## config.mk

```make
export PLATFORM = sky130hd
export DESIGN_NAME = feeder_row_loader_flat
export DESIGN_NICKNAME = d
export VERILOG_FILES = /design/src/rtl/systolic_pkg.sv /design/src/rtl/feeder_row_loader_if.sv /design/src/rtl/feeder_row_packer.sv /design/src/rtl/feeder_row_loader.sv /design/src/flat_wrapper.sv
export SDC_FILE = /design/constraint.sdc
export NUM_CORES = 1
export LEC_CHECK = 0
export BUFFER_PORTS_ARGS = -buffer_cell sky130_fd_sc_hd__buf_2
export CORE_UTILIZATION = 45
export CTS_CLUSTER_DIAMETER = 100
export DETAILED_ROUTE_END_ITERATION = 8
export PLACE_DENSITY_LB_ADDON = 0.12
export SETUP_SLACK_MARGIN = 0.15
export SYNTH_ARGS = -nofsm -noshare
export SYNTH_HDL_FRONTEND = slang
export SYNTH_SLANG_ARGS = --single-unit
```

## constraint.sdc

```tcl
create_clock -name clk -period 3.5 [get_ports clk]
set_clock_uncertainty 0.15 [all_clocks]
set_input_delay 0.175 -clock clk [delete_from_list [all_inputs] [get_ports clk]]
set_output_delay 0.175 -clock clk [all_outputs]
set_load 0.01 [all_outputs]
```

## src/rtl/systolic_pkg.sv

```systemverilog
// systolic_pkg: shared widths, row type and loader state encoding for the systolic feeder path
package systolic_pkg;
    localparam int LANES  = 7;
    localparam int DATA_W = 8;
    localparam int SKEW_W = 3;
    localparam int ROW_W  = LANES * DATA_W;
    localparam int CNT_W  = $clog2(LANES + 1);
    typedef logic [ROW_W-1:0] row_t;
    typedef enum logic [1:0] {FILL, SKEW, LOAD, SHIFT} loader_state_t;
endpackage

```

## src/rtl/feeder_row_loader_if.sv

```systemverilog
// feeder_row_loader_if: byte input stream plus the row/load/enable lane toward one data_feeder
interface feeder_row_loader_if;
    import systolic_pkg::*;
    logic              in_valid;
    logic              in_ready;
    logic [DATA_W-1:0] in_data;
    row_t              feed_data;
    logic              feed_load;
    logic              feed_enable;
    modport master (
        input  in_valid, in_data,
        output in_ready, feed_data, feed_load, feed_enable
    );
    modport slave (
        output in_valid, in_data,
        input  in_ready, feed_data, feed_load, feed_enable
    );
endinterface

```

## src/rtl/feeder_row_packer.sv

```systemverilog
// feeder_row_packer: packs accepted bytes MSB-first into one row and flags when the row is full
module feeder_row_packer
    import systolic_pkg::*;
(
    input  logic              clk,
    input  logic              reset_n,
    input  logic              i_valid,
    input  logic [DATA_W-1:0] i_data,
    input  logic              i_fill_en,
    input  logic              i_clear,
    output logic              o_ready,
    output row_t              o_pack,
    output logic              o_complete
);
    logic [CNT_W-1:0] r_count;
    row_t             r_pack;
    logic             w_accept;
    assign o_ready    = i_fill_en && (r_count < CNT_W'(LANES));
    assign w_accept   = i_valid && o_ready;
    assign o_complete = r_count == CNT_W'(LANES);
    assign o_pack     = r_pack;
    always_ff @(posedge clk or negedge reset_n) begin
        if (!reset_n) begin
            r_pack  <= '0;
            r_count <= '0;
        end else if (i_clear) begin
            r_pack  <= '0;
            r_count <= '0;
        end else if (w_accept) begin
            r_pack[ROW_W-1-int'(r_count)*DATA_W -: DATA_W] <= i_data;
            r_count <= r_count + CNT_W'(1);
        end
    end
endmodule

```

## src/rtl/feeder_row_loader.sv

```systemverilog
// feeder_row_loader: packs byte rows and drives one data_feeder lane with skewed load/shift sequencing.
// Define FEEDER_ROW_LOADER_PREFETCH_EN to let the next row fill while the current one is skewed/loaded/shifted.
module feeder_row_loader
    import systolic_pkg::*;
(
    input  logic              clk,
    input  logic              reset_n,
    input  logic [SKEW_W-1:0] skew,
    output logic              busy,
    output logic              row_done,
    feeder_row_loader_if.master bus
);
    loader_state_t    r_state;
    loader_state_t    w_next;
    loader_state_t    w_go;
    logic [SKEW_W-1:0] r_skew_cnt;
    logic [CNT_W-1:0]  r_shift_cnt;
    logic              w_fill_en;
    logic              w_complete;
    logic              w_shift_last;
    row_t              w_pack;
    row_t              r_feed_data;
    logic              r_feed_load;
    logic              r_feed_enable;
`ifdef FEEDER_ROW_LOADER_PREFETCH_EN
    assign w_fill_en = 1'b1;
`else
    assign w_fill_en = r_state == FILL;
`endif
    // the pack is handed over and cleared on the same edge that enters LOAD
    feeder_row_packer u_packer (
        .clk        (clk),
        .reset_n    (reset_n),
        .i_valid    (bus.in_valid),
        .i_data     (bus.in_data),
        .i_fill_en  (w_fill_en),
        .i_clear    (w_next == LOAD),
        .o_ready    (bus.in_ready),
        .o_pack     (w_pack),
        .o_complete (w_complete)
    );
    always_comb begin
        w_shift_last = r_shift_cnt == CNT_W'(LANES - 1);
        w_go         = w_complete ? (skew != '0 ? SKEW : LOAD) : FILL;
        w_next       = r_state == FILL  ? w_go :
                       r_state == SKEW  ? (r_skew_cnt == '0 ? LOAD : SKEW) :
                       r_state == LOAD  ? SHIFT :
                       w_shift_last     ? w_go : SHIFT;
        busy         = r_state != FILL;
        row_done     = r_state == SHIFT && w_shift_last;
    end
    always_ff @(posedge clk or negedge reset_n) begin
        if (!reset_n) r_state <= FILL;
        else          r_state <= w_next;
    end
    // outside SKEW the counter tracks skew-1, so it freezes the value present at row completion
    always_ff @(posedge clk or negedge reset_n) begin
        if (!reset_n) begin
            r_skew_cnt    <= '0;
            r_shift_cnt   <= '0;
            r_feed_data   <= '0;
            r_feed_load   <= 1'b0;
            r_feed_enable <= 1'b0;
        end else begin
            r_skew_cnt    <= r_state == SKEW ? r_skew_cnt - SKEW_W'(1) : skew - SKEW_W'(1);
            r_shift_cnt   <= r_state == SHIFT ? r_shift_cnt + CNT_W'(1) : '0;
            r_feed_load   <= w_next == LOAD;
            r_feed_enable <= w_next == SHIFT;
            if (w_next == LOAD) r_feed_data <= w_pack;
        end
    end
    assign bus.feed_data   = r_feed_data;
    assign bus.feed_load   = r_feed_load;
    assign bus.feed_enable = r_feed_enable;
endmodule
```

## src/flat_wrapper.sv

```systemverilog
// flat-port wrapper written by rule: the top's interface ports become plain ports
module feeder_row_loader_flat import systolic_pkg::*;
  (clk, reset_n, skew, busy, row_done, bus_in_valid, bus_in_data, bus_in_ready, bus_feed_data, bus_feed_load, bus_feed_enable);
  feeder_row_loader_if bus_i ();
  input  logic clk;
  input  logic reset_n;
  input  logic [SKEW_W-1:0] skew;
  output logic busy;
  output logic row_done;
  input wire logic [$bits(bus_i.in_valid)-1:0] bus_in_valid;
  input wire logic [$bits(bus_i.in_data)-1:0] bus_in_data;
  output wire logic [$bits(bus_i.in_ready)-1:0] bus_in_ready;
  output wire logic [$bits(bus_i.feed_data)-1:0] bus_feed_data;
  output wire logic [$bits(bus_i.feed_load)-1:0] bus_feed_load;
  output wire logic [$bits(bus_i.feed_enable)-1:0] bus_feed_enable;
  assign bus_i.in_valid = bus_in_valid;
  assign bus_i.in_data = bus_in_data;
  assign bus_in_ready = bus_i.in_ready;
  assign bus_feed_data = bus_i.feed_data;
  assign bus_feed_load = bus_i.feed_load;
  assign bus_feed_enable = bus_i.feed_enable;
  feeder_row_loader u_core (.clk(clk), .reset_n(reset_n), .skew(skew), .busy(busy), .row_done(row_done), .bus(bus_i));
endmodule
```

After elaboration in Yosys (flattened, before gate mapping)
Cells that the tools add are included.

Logic and storage cells: 46. Bits in registers: 125.

Shift-type cells: 2. Magnitude comparators: 1. Muxes and demuxes: 14. $add $sub $neg: 6. Equality and inequality tests: 7. Reduce and logical (&&, ||, !) cells: 8.

Operators with widths (count): 56-bit two-way mux (2); 8-bit by 33-bit variable shift with 63-bit output (first input constant) (1); 8-bit by 33-bit indexed part select with 63-bit output (1); 56-bit bitwise mux (1); 7-bit negator with 33-bit output (1); 2-bit two-way mux (7); 3-bit two-way mux (4); 2-bit equality test (second input constant) (4); 6-bit by 6-bit subtractor with 7-bit output (first input constant) (1); 3-bit by 1-bit adder with 3-bit output (second input constant) (2); 3-bit equality test (second input constant) (2); 3-bit by 1-bit subtractor with 3-bit output (second input constant) (2); 2-bit nonzero test (2); 1-bit logical AND (3); 3-bit zero test (1); 3-bit less-than comparator (second input constant) (1); 3-bit nonzero test (1); 2-bit by 1-bit equality test with 1-bit output (second input constant) (1); 2-bit zero test (1).

Logic depth before layout (Yosys ltp)
Depth after elaboration: 9. Mapped depth: 8. Mapped depth without buffers: 6.

Cells and area by module
From an unflattened synthesis, not the netlist that was laid out.

Cells, all modules: 590. Area, all modules: 6213.5 um2.

Modules (own cells, without submodules): feeder_row_loader (seq. area each 1651.6 um2, cells an instance 370, times used 1, area an instance 3658.5 um2); feeder_row_packer (seq. area each 1476.4 um2, cells an instance 220, times used 1, area an instance 2555.0 um2).

Worst setup path before layout
Ideal clock, no wire load.

Path type: reg-to-reg. From: reg u_core.u_packer.r_count[0]. To: reg u_core.u_packer.r_pack[11] (netlist: u_core.u_packer.o_pack[11]). Arrival: 1874 ps. Stages on the path, launching flop included: 9. Slack: 1399 ps. Path buffers: 2. Setup time: 77 ps. Cell sequence: dfrtp_1 -> buf_2 -> inv_1 -> ha_1 -> inv_1 -> a211oi_1 -> clkbuf_1 -> nand4_1 -> a21oi_1.

Word-level cells in the longest chain between the ends: 8.

Ends and longest elaborated chain: start: declaration (RTL line feeder_row_packer.sv:15) `logic [CNT_W-1:0] r_count;`; start signal: assignment (RTL line feeder_row_packer.sv:31) `r_count <= r_count + CNT_W'(1);`; branches (longest 8 deep; another with 7-bit negator with 33-bit output); end signal: indexed assignment (RTL line feeder_row_packer.sv:30) `r_pack[ROW_W-1-int'(r_count)*DATA_W -: DATA_W] <= i_data;`; end: declaration (RTL line feeder_row_packer.sv:16) `row_t r_pack;`.

Several ways; the timed one is not identified. The select of a mux whose other input is x is not followed. A chain may end at the register's enable or synchronous reset.

Final worst setup path
From: reg u_core.u_packer.r_count[0]. To: reg u_core.u_packer.r_pack[43] (netlist: u_core.u_packer.o_pack[43]).

Same word-level chain as after synthesis.

==> flow_summary.ini <==
[global_routing]
grt_usage_pct = 19.6
grt_max_degree = 117
grt_pass1_wl_um = 18600
grt_pass1_vias = 3541
antenna_found_initial = 0
grt_overflow_total = 0

[layout]
finalNonFillerCells = 678
drive_gt1_share_pct = 31.0
final.fill_count = 1021
design_area_um2 = 6440
areaGrowthSynthToFinish_pct = 20.4
layout.nets = 547
diodes = 0
post-route-util_pct = 55.9

[critical_path]
crit_type = flop to flop
required_ns = 3.69
reg2reg_depth = 7
worstReg2RegEnd = u_core.u_packer.o_pack[43]$_DFFE_PN0P_
r2r_start = u_core.u_packer.r_count[0]$_DFFE_PN0P_
cp-start-kind = flop
cp-end-kind = flop
worstPathMaxFanout = 12
arrival_ns = 2.90
reg2reg_slack_ns = 0.79

[worst_hold_path]
min_path_cells = 4
hp-class = input port to flop
holdPathEnd = u_core.r_skew_cnt[1]$_DFF_PN0_
hp-start = skew[1]

[clocking]
cts_setup_buffers = 0
clock-root-buffer = clkbuf_16
cts-buffers-inserted = 17
cts.sinks = 125
cts-htree-levels = 4
worstSkewPairLatency_ns = 0.42
clk_path_buf_depth = 2
cts_tree = yes
clkSlewWorstSetupHoldPaths_ns = 0.05

[placement]
dpl_cell_area_um2 = 5780
place.gp.congestion = 0.761
placed_cells = 637
port_buffers = 74
hpwl_um = 7020
place_ws_ns = 0.855

[logic_synthesis]
synthTopCellsByArea = dfrtp_1, mux2_2, a21oi_1, mux2i_1, nand3_1
ys_top_cells_by_count = dfrtp_1, mux2_2, a21oi_1
syn_inst = 441
syn_avg_cell_area_um2 = 12.1
yosysWarningCount = 0
synth_flop_cell = dfrtp_1
synthesis.nets = 464
synth-edff-count = 0
synth-seq-cells = 125
syn_area_um2 = 5340
synth_top_area_share_pct = 58.5
ys_seq_area_share_pct = 58.5
synth_most_common_cell = dfrtp_1
async_flop_share_pct = 100
yosysUniqueCellTypes = 35
synth_top_area_cell = dfrtp_1

[routing]
via_per_inst = 5.31
post-route-drc-count = 8
drtAntennaViolNets = 0
routed_wirelength_um = 11100
drtPass1Iterations = 6
vias = 3597
wire_per_inst_um = 16.4
drtIter0Drc = 194

[sta]
fmaxAchievable_ghz = 0.368
setup_viol = 0
fin_hold_ws_ns = 0.0793
tns_ns = 0
rsz0062_at_grt = no
finalCritPeriodShare_pct = 77.5
hold_viol = 0
period_needed_ns = 2.71
final.setup.worst_slack_ns = 0.786
worstMarginPinSlew_ns = 0.935
final_max_slew_viol_count = 0
max_slew_margin_pct = 37.3

[outcome]
outcome = finished, violations left
violations = design-rule violations

[pwr]
ir_drop_v = 0.000369
finalPower_mw = 5.16
leakagePower_nw = 3.35
p_per_area_nw_per_um2 = 802

[floorplanning]
die_h_um = 111
dieArea_um2 = 12300
top_level_ports = 75
row_count = 39
start_util_pct = 46.4
chipWidth_um = 111
core_um2 = 11500

[flow_run]
maxCapViolCount = 0
[where the power goes]
| part | leakage [nW] | internal (mW) | switching, mW |
|---|---|---|---|
| Combinational | 1.36 | 0.634 | 0.917 |
| Sequential | 1.72 | 1.79 | 0.206 |
| Clock | 0.271 | 1.01 | 0.602 |
| Total | 3.35 | 3.43 | 1.73 |
[flip-flops by register name, indices dropped and copies added (netlist names)]
register                 count
u_core.bus.feed_enable       1
u_core.bus.feed_data        56
u_core.bus.feed_load         1
u_core.u_packer.r_count      3
u_core.r_shift_cnt           3
u_core.r_skew_cnt            3
u_core.r_state               2
u_core.u_packer.o_pack      56
[placed cells by master (no fill, tap or decap), types with 15 or more instances in the layout]
master,Yosys,layout
a21oi_1,43,43
o21ai_0,26,26
dfrtp_1,125,125
nand2_1,17,17
mux2i_1,21,21
nand3_1,27,27
mux2_2,53,53
clkbuf_16,0,17
nor2_1,25,25
nand4_1,15,15
buf_2,3,73
[critical path: stages, from the launching register on]
cell	delay [ns]
dfrtp_1	0.54
inv_1	0.16
ha_1	0.39
inv_1	0.10
a211oi_1	0.78
buf_4	0.28
nand3_1	0.09
a21oi_1	0.14
[worst max path at each step]
stage / slack (ns) / end / from
after floorplan: 1.40 / u_core.u_packer.o_pack[11]$_DFFE_PN0P_ / u_core.u_packer.r_count[0]$_DFFE_PN0P_
after global placement: 1.01 / u_core.u_packer.o_pack[43]$_DFFE_PN0P_ / u_core.u_packer.r_count[0]$_DFFE_PN0P_
after detailed placement: 0.85 / u_core.u_packer.o_pack[43]$_DFFE_PN0P_ / u_core.u_packer.r_count[0]$_DFFE_PN0P_
after CTS: 0.82 / u_core.u_packer.o_pack[43]$_DFFE_PN0P_ / u_core.u_packer.r_count[0]$_DFFE_PN0P_
after global routing: 0.59 / u_core.u_packer.o_pack[43]$_DFFE_PN0P_ / u_core.u_packer.r_count[0]$_DFFE_PN0P_
final: 0.79 / u_core.u_packer.o_pack[43]$_DFFE_PN0P_ / u_core.u_packer.r_count[0]$_DFFE_PN0P_
[kinds of logic (layout without fill, tap and decap cells)]
family | after synthesis | in the layout | share of synthesized area, %
buffers and inverters | 34 | 128 | 3.89
adders and majority gates | 9 | 9 | 2.11
xor gates and xnor gates | 3 | 3 | 0.492
muxes | 77 | 77 | 15.7
and+or+nand+nor | 119 | 119 | 11.8
AOI/OAI and AO/OA | 74 | 74 | 7.49
DFF | 125 | 125 | 58.5
[metal layers]
metal	global-route usage (%)	vias to the layer above	part of all wire, %
met5	0	-	0
met4	8.49	0	1.7
met3	5.14	16	4.9
met2	29.0	79	46
met1	27.3	1781	48
li1	-	1721	-
[repair_timing]
item,CTS,global route
endpoints found under the hold margin,99,0
gates resized for setup,0,0
hold buffers,11,0
[final cells by class]
| cell class | count | area [µm²] | area share (%) |
|---|---|---|---|
| Clock buffer | 22 | 474 | 7.37 |
| Clock inverter | 8 | 67.6 | 1.05 |
| Inverter | 7 | 26.3 | 0.408 |
| Multi-Input combinational cell | 282 | 2010 | 31.2 |
| Sequential cell | 125 | 3130 | 48.6 |
| Tap cell | 143 | 179 | 2.78 |
| Timing Repair Buffer | 91 | 553 | 8.59 |
No activity file was read; power rests on OpenSTA's default activity.
